### config.mk
export PLATFORM = sky130hd
export DESIGN_NAME = id_ex_operand_stage_flat
export DESIGN_NICKNAME = d
export VERILOG_FILES = /design/src/rtl/id_ex_operand_stage_if.sv /design/src/rtl/id_ex_operand_stage.sv /design/src/flat_wrapper.sv
export SDC_FILE = /design/constraint.sdc
export NUM_CORES = 1
export LEC_CHECK = 0
export CORE_ASPECT_RATIO = 1.1
export CORE_MARGIN = 5
export CORE_UTILIZATION = 25
export CTS_BUF_LIST = sky130_fd_sc_hd__clkbuf_4 sky130_fd_sc_hd__clkbuf_8 sky130_fd_sc_hd__clkbuf_16
export DETAILED_ROUTE_END_ITERATION = 10
export DONT_BUFFER_PORTS = 1
export GPL_TIMING_DRIVEN = 0
export HOLD_SLACK_MARGIN = 0.03
export PLACE_DENSITY_LB_ADDON = 0.2
export SYNTH_ARGS = -nofsm -noshare
export SYNTH_HDL_FRONTEND = slang
export SYNTH_SLANG_ARGS = --single-unit
### constraint.sdc
create_clock -name clk -period 1.4 [get_ports clk]
set_input_delay 0 -clock clk [delete_from_list [all_inputs] [get_ports clk]]
set_output_delay 0 -clock clk [all_outputs]
set_load 0.005 [all_outputs]
### src/rtl/id_ex_operand_stage_if.sv
// id_ex_operand_stage_if: ID-side operands/control in, EX-side pipeline register out
interface id_ex_operand_stage_if #(
   parameter int DATA_W = 16,
   parameter int ADDR_W = 4
);
   logic              id_valid;
   logic [ADDR_W-1:0] p0_addr;
   logic [ADDR_W-1:0] p1_addr;
   logic              re0;
   logic              re1;
   logic [DATA_W-1:0] p0;
   logic [DATA_W-1:0] p1;
   logic [ADDR_W-1:0] id_dst_addr;
   logic              id_we;
   logic              id_mem_rd;
   logic              id_hlt;
   logic              flush;
   logic              exm_we;
   logic [ADDR_W-1:0] exm_dst_addr;
   logic [DATA_W-1:0] exm_result;
   logic [DATA_W-1:0] ex_a;
   logic [DATA_W-1:0] ex_b;
   logic [ADDR_W-1:0] ex_dst_addr;
   logic              ex_we;
   logic              ex_mem_rd;
   logic              ex_valid;
   logic              stall_req;
   logic              halted;

   modport master (
      output id_valid, p0_addr, p1_addr, re0, re1, p0, p1, id_dst_addr, id_we,
             id_mem_rd, id_hlt, flush, exm_we, exm_dst_addr, exm_result,
      input  ex_a, ex_b, ex_dst_addr, ex_we, ex_mem_rd, ex_valid, stall_req, halted
   );

   modport slave (
      input  id_valid, p0_addr, p1_addr, re0, re1, p0, p1, id_dst_addr, id_we,
             id_mem_rd, id_hlt, flush, exm_we, exm_dst_addr, exm_result,
      output ex_a, ex_b, ex_dst_addr, ex_we, ex_mem_rd, ex_valid, stall_req, halted
   );
endinterface

### src/rtl/id_ex_operand_stage.sv
// id_ex_operand_stage: ID/EX register with EX/MEM forwarding, load-use bubbles and halt drain
module id_ex_operand_stage #(
   parameter int DATA_W    = 16,
   parameter int ADDR_W    = 4,
   parameter int DRAIN_CYC = 3
) (
   input logic                 clk,
   input logic                 rst_n,
   id_ex_operand_stage_if.slave stage_if
);
   localparam int CW = $clog2(DRAIN_CYC + 1);

   typedef enum logic [1:0] {RUN, DRAIN, HALTED} state_t;

   state_t            state_q;
   logic [CW-1:0]     cnt_q;
   logic              halted_q;
   logic [DATA_W-1:0] ex_a_q, ex_a_d, ex_b_q, ex_b_d;
   logic [ADDR_W-1:0] ex_dst_q, ex_dst_d;
   logic              ex_we_q, ex_we_d, ex_mem_rd_q, ex_mem_rd_d, ex_valid_q, ex_valid_d;
   logic              hazard, stall, capture, hlt_cap;

   // Hazard/priority decode and forwarded operand select; R0 always reads zero
   always_comb begin
      hazard      = ex_valid_q && ex_mem_rd_q && ex_we_q && ex_dst_q != '0 && stage_if.id_valid &&
                    ((stage_if.re0 && stage_if.p0_addr == ex_dst_q) ||
                     (stage_if.re1 && stage_if.p1_addr == ex_dst_q));
      stall       = state_q == RUN && !stage_if.flush && hazard;
      capture     = state_q == RUN && !stage_if.flush && !stall;
      hlt_cap     = capture && stage_if.id_valid && stage_if.id_hlt;
      ex_a_d      = stage_if.p0_addr == '0 ? '0 :
                    (stage_if.exm_we && stage_if.exm_dst_addr == stage_if.p0_addr) ? stage_if.exm_result : stage_if.p0;
      ex_b_d      = stage_if.p1_addr == '0 ? '0 :
                    (stage_if.exm_we && stage_if.exm_dst_addr == stage_if.p1_addr) ? stage_if.exm_result : stage_if.p1;
      ex_dst_d    = stage_if.id_dst_addr;
      ex_valid_d  = capture && stage_if.id_valid && !stage_if.id_hlt;
      ex_we_d     = ex_valid_d && stage_if.id_we;
      ex_mem_rd_d = ex_valid_d && stage_if.id_mem_rd;
   end

   // EX pipeline register; bubbles only clear the control bits
   always_ff @(posedge clk or negedge rst_n) begin
      if (!rst_n) begin
         ex_a_q      <= '0;
         ex_b_q      <= '0;
         ex_dst_q    <= '0;
         ex_we_q     <= 1'b0;
         ex_mem_rd_q <= 1'b0;
         ex_valid_q  <= 1'b0;
      end else begin
         ex_a_q      <= ex_a_d;
         ex_b_q      <= ex_b_d;
         ex_dst_q    <= ex_dst_d;
         ex_we_q     <= ex_we_d;
         ex_mem_rd_q <= ex_mem_rd_d;
         ex_valid_q  <= ex_valid_d;
      end
   end

   // Halt sequencer: drain EX/MEM/WB after HLT capture, then hold halted until reset
   always_ff @(posedge clk or negedge rst_n) begin
      if (!rst_n) begin
         state_q  <= RUN;
         cnt_q    <= '0;
         halted_q <= 1'b0;
      end else begin
         halted_q <= state_q == HALTED;
         case (state_q)
            RUN: if (hlt_cap) begin
               state_q <= DRAIN;
               cnt_q   <= '0;
            end
            DRAIN: begin
               cnt_q <= cnt_q + CW'(1);
               if (cnt_q == CW'(DRAIN_CYC - 1)) state_q <= HALTED;
            end
            default: state_q <= HALTED;
         endcase
      end
   end

   assign stage_if.ex_a        = ex_a_q;
   assign stage_if.ex_b        = ex_b_q;
   assign stage_if.ex_dst_addr = ex_dst_q;
   assign stage_if.ex_we       = ex_we_q;
   assign stage_if.ex_mem_rd   = ex_mem_rd_q;
   assign stage_if.ex_valid    = ex_valid_q;
   assign stage_if.stall_req   = stall;
   assign stage_if.halted      = halted_q;
endmodule

### src/flat_wrapper.sv
// flat-port wrapper written by rule: the top's interface ports become plain ports
module id_ex_operand_stage_flat 
#(
   parameter int DATA_W    = 16,
   parameter int ADDR_W    = 4,
   parameter int DRAIN_CYC = 3
)
  (clk, rst_n, stage_if_id_valid, stage_if_p0_addr, stage_if_p1_addr, stage_if_re0, stage_if_re1, stage_if_p0, stage_if_p1, stage_if_id_dst_addr, stage_if_id_we, stage_if_id_mem_rd, stage_if_id_hlt, stage_if_flush, stage_if_exm_we, stage_if_exm_dst_addr, stage_if_exm_result, stage_if_ex_a, stage_if_ex_b, stage_if_ex_dst_addr, stage_if_ex_we, stage_if_ex_mem_rd, stage_if_ex_valid, stage_if_stall_req, stage_if_halted);
  id_ex_operand_stage_if #(.DATA_W(DATA_W), .ADDR_W(ADDR_W)) stage_if_i ();
  input logic clk;
  input logic rst_n;
  input wire logic [$bits(stage_if_i.id_valid)-1:0] stage_if_id_valid;
  input wire logic [$bits(stage_if_i.p0_addr)-1:0] stage_if_p0_addr;
  input wire logic [$bits(stage_if_i.p1_addr)-1:0] stage_if_p1_addr;
  input wire logic [$bits(stage_if_i.re0)-1:0] stage_if_re0;
  input wire logic [$bits(stage_if_i.re1)-1:0] stage_if_re1;
  input wire logic [$bits(stage_if_i.p0)-1:0] stage_if_p0;
  input wire logic [$bits(stage_if_i.p1)-1:0] stage_if_p1;
  input wire logic [$bits(stage_if_i.id_dst_addr)-1:0] stage_if_id_dst_addr;
  input wire logic [$bits(stage_if_i.id_we)-1:0] stage_if_id_we;
  input wire logic [$bits(stage_if_i.id_mem_rd)-1:0] stage_if_id_mem_rd;
  input wire logic [$bits(stage_if_i.id_hlt)-1:0] stage_if_id_hlt;
  input wire logic [$bits(stage_if_i.flush)-1:0] stage_if_flush;
  input wire logic [$bits(stage_if_i.exm_we)-1:0] stage_if_exm_we;
  input wire logic [$bits(stage_if_i.exm_dst_addr)-1:0] stage_if_exm_dst_addr;
  input wire logic [$bits(stage_if_i.exm_result)-1:0] stage_if_exm_result;
  output wire logic [$bits(stage_if_i.ex_a)-1:0] stage_if_ex_a;
  output wire logic [$bits(stage_if_i.ex_b)-1:0] stage_if_ex_b;
  output wire logic [$bits(stage_if_i.ex_dst_addr)-1:0] stage_if_ex_dst_addr;
  output wire logic [$bits(stage_if_i.ex_we)-1:0] stage_if_ex_we;
  output wire logic [$bits(stage_if_i.ex_mem_rd)-1:0] stage_if_ex_mem_rd;
  output wire logic [$bits(stage_if_i.ex_valid)-1:0] stage_if_ex_valid;
  output wire logic [$bits(stage_if_i.stall_req)-1:0] stage_if_stall_req;
  output wire logic [$bits(stage_if_i.halted)-1:0] stage_if_halted;
  assign stage_if_i.id_valid = stage_if_id_valid;
  assign stage_if_i.p0_addr = stage_if_p0_addr;
  assign stage_if_i.p1_addr = stage_if_p1_addr;
  assign stage_if_i.re0 = stage_if_re0;
  assign stage_if_i.re1 = stage_if_re1;
  assign stage_if_i.p0 = stage_if_p0;
  assign stage_if_i.p1 = stage_if_p1;
  assign stage_if_i.id_dst_addr = stage_if_id_dst_addr;
  assign stage_if_i.id_we = stage_if_id_we;
  assign stage_if_i.id_mem_rd = stage_if_id_mem_rd;
  assign stage_if_i.id_hlt = stage_if_id_hlt;
  assign stage_if_i.flush = stage_if_flush;
  assign stage_if_i.exm_we = stage_if_exm_we;
  assign stage_if_i.exm_dst_addr = stage_if_exm_dst_addr;
  assign stage_if_i.exm_result = stage_if_exm_result;
  assign stage_if_ex_a = stage_if_i.ex_a;
  assign stage_if_ex_b = stage_if_i.ex_b;
  assign stage_if_ex_dst_addr = stage_if_i.ex_dst_addr;
  assign stage_if_ex_we = stage_if_i.ex_we;
  assign stage_if_ex_mem_rd = stage_if_i.ex_mem_rd;
  assign stage_if_ex_valid = stage_if_i.ex_valid;
  assign stage_if_stall_req = stage_if_i.stall_req;
  assign stage_if_halted = stage_if_i.halted;
  id_ex_operand_stage #(.DATA_W(DATA_W), .ADDR_W(ADDR_W), .DRAIN_CYC(DRAIN_CYC)) u_core (.clk(clk), .rst_n(rst_n), .stage_if(stage_if_i));
endmodule
==> summary.txt <==
Logic synthesis
  • Post-synth EDFFs: 0
  • Primary FF master, synth: dfrtp_1
  • Yosys warns: 0
  • Syn Nets: 238
  • Cells after Synth: 163
  • Area of the mapped netlist: 1970 um^2
  • Flops & latches, synth: 44
  • Yosys cell types: 24
  • Seq/Total Area, Yosys: 0.558
  • Syn_area_per_cell: 12.1 um^2
  • Post-synthesis async set-or-reset flop share: 1.00

Pwr
  • Pleak: 0.00117 uW
  • PD cells: 1030 nW/um^2
  • Max IR drop VDD: 0.509 mV

Route
  • Vias: 1,511
  • Pre-antenna DRT Iters: 4
  • DRT Wirelength: 5520 um
  • Remaining antenna violation count: 0
  • Starting DRT DRC Count: 26
  • DRC: 0
  • DR vias/cell: 4.42
  • Post-DR wirelength/cell: 16.1 um

Setup path
  • Cells along the critical path: xor2_1 -> nor3_1 -> nand4_1 -> and3b_2 -> and3b_1
  • Buf/Inv on CP: 0
  • Slowest CP cell: dfrtp_2
  • CP Data Required Time: 1.58 ns
  • CP max FO: 5
  • Critical Path AT: 1.72 ns
  • Crit-path max cell delay: 0.45 ns
  • Critical Path End Type: flip-flop
  • Setup CP Type: reg2reg
  • CP delay by family, top: simple AND/OR/NAND/NOR gates
  • Crit path launch type: flip-flop

CTS
  • Clock slew seen by the registers of the worst setup and hold paths: 0.08 ns
  • Clock buffer depth: 2
  • CTS H-tree lvls: 2
  • CTS tree: built
  • Worst skew pair latency: 0.29 ns
  • Sink Count: 44
  • Root Buffer: clkbuf_8
  • CTS buffer count: 5

Layout
  • Share of cells above drive strength 1: 0.145
  • Cell Count, Final, Fillers Out: 342
  • Commonest cells after routing, fill and taps aside: 60 x dlygate4sd3_1, 42 x dfrtp_1, 32 x mux2i_1
  • ANT cells: 0
  • Nets: 308
  • Area delta synth->final: 47.0%
  • Commonest non-fill, non-tap cell in the layout: dlygate4sd3_1
  • Finished Core Util: 0.372

STA
  • WHS: 0.0455 ns
  • Final setup TNS: -0.465 ns
  • Unrepaired setup endpoints after global routing: yes
  • Slew Viols, Final: 0
  • Period utilization: 1.10
  • Setup WS post-layout: -0.135 ns
  • Worst Clk Skew: 0.00133 ns
  • Max Freq: 651 MHz
  • Crit path time final: 1.54 ns
  • Final setup fails: 6
  • Final hold vios: 0
  • Worst slew margin: 0.514
  • Slew @ Worst Pin: 0.724 ns

Floorplanning
  • Die Span X: 94.7 um
  • DIE AREA: 9770 um^2
  • Die Ht: 103 um
  • Starting Density: 0.253
  • Num rows: 34
  • Core Region: 7780 um^2
  • IO Pins: 115

Placed design
  • Inst Count DP: 272
  • Placer Congestion: 0.735
  • Port Buffers: 0
  • Post-DP HPWL: 3890 um

Status
  • Failing checks: negative setup slack
  • Status: finished with violations

GRT
  • Gr usage total: 0.113
  • Antenna violations before repair: 0
  • Largest net degree at the start of global routing: 45
  • Total grt overflow: 0
  • Vias in the first global route: 1,675
  • First-pass GRT wire length: 8240 um

Job
  • Max_cap viols: 0

Min path
  • Hold Crit Class: in2reg
## stage by stage
stage          cell area [um^2]  total power [uW]  worst slack, ns
4_1_cts                    2880              3040           -0.129
2_1_floorplan              1970              1700           0.0423
6_report                   2900              2990           -0.135
5_1_grt                    2900              3160           -0.228
3_3_place_gp               2110              1770           -0.496
3_5_place_dp               2110              1770           -0.503
## layer usage
metal	wire length, um	global-route usage
met1	1940	0.113
met2	2780	0.196
met3	730	0.0620
met5	0	0
met4	71	0.0422
## power breakdown
group          switching (uW)  internal, uW
clock                     434           630
sequential               82.1          1390
combinational             204           250
total                     720          2270
## area by class of cell
cell class	instances	area, um^2
fillers	780	4890
clock buffers	7	96.3
well taps	108	135
plain buffers	4	31.3
repair buffers	63	641
inverters	2	7.51
clock inverters	1	30.0
multi-input cells	113	855
flip-flops and latches	44	1100
## kinds of logic (layout without fill, tap and decap cells)
family,count (synthesis),count (layout),share of synthesized area
buf+inv,6,77,0.0197
mux,32,32,0.162
fa+ha+maj,1,1,0.00634
compound gates,8,8,0.0235
xor+xnor,16,16,0.0711
simple gates,56,56,0.159
flops,44,44,0.558
## tightest hold or removal path, stage by stage
cell and delay [ns]:
nor4_1 0.04, buf_2 0.16, nor2_1 0.10
## repair_timing
item	4_1_cts	5_1_grt
setup buffers	1	0
hold endpoints to repair	86	0
hold buffers	61	0
setup endpoints to repair	16	7
gates resized for setup	4	4
pin swaps	1	1
## cells in the mapped netlist, types with 2 or more instances
cell	instances	area [um^2]
inv_1	2	7.51
nor4_1	3	18.8
nor3_1	4	20.0
nor2_1	23	86.3
mux2i_1	32	320
xnor2_1	4	35.0
xor2_1	12	105
o21ai_0	3	15.0
buf_6	2	22.5
nand2_1	5	18.8
dfrtp_1	44	1100
nor2_2	10	62.6
a21oi_1	3	15.0
nor4_4	2	42.5
and3b_1	3	26.3
nand4_1	3	18.8
## registers in the layout, indices dropped and copies added (netlist names)
| signal | count |
|---|---|
| u_core.stage_if.ex_valid | 1 |
| u_core.state_q | 2 |
| u_core.stage_if.ex_dst_addr | 4 |
| u_core.stage_if.halted | 1 |
| u_core.stage_if.ex_we | 1 |
| u_core.cnt_q | 2 |
| u_core.stage_if.ex_mem_rd | 1 |
| u_core.stage_if.ex_b | 16 |
| u_core.stage_if.ex_a | 16 |
## path summary, 6_finish.rpt
path                       cells after the start  slack [ns]                                startpoint                                       end
max                                            5       -0.14  u_core.stage_if.ex_dst_addr[1]$_DFF_PN0_       u_core.stage_if.ex_mem_rd$_DFF_PN0_
min                                            3        0.05                       stage_if_p0_addr[0]        u_core.stage_if.ex_a[15]$_DFF_PN0_
max reg2reg                                    5       -0.14  u_core.stage_if.ex_dst_addr[1]$_DFF_PN0_       u_core.stage_if.ex_mem_rd$_DFF_PN0_
min reg2reg                                    1        0.51             u_core.state_q[0]$_DFFE_PN0P_          u_core.stage_if.halted$_DFF_PN0_
max in group asynchronous                      2        0.96                                     rst_n  u_core.stage_if.ex_dst_addr[1]$_DFF_PN0_
min in group asynchronous                      2        0.20                                     rst_n         u_core.stage_if.ex_a[5]$_DFF_PN0_
Note: power is estimated with default switching activity, not from simulation.
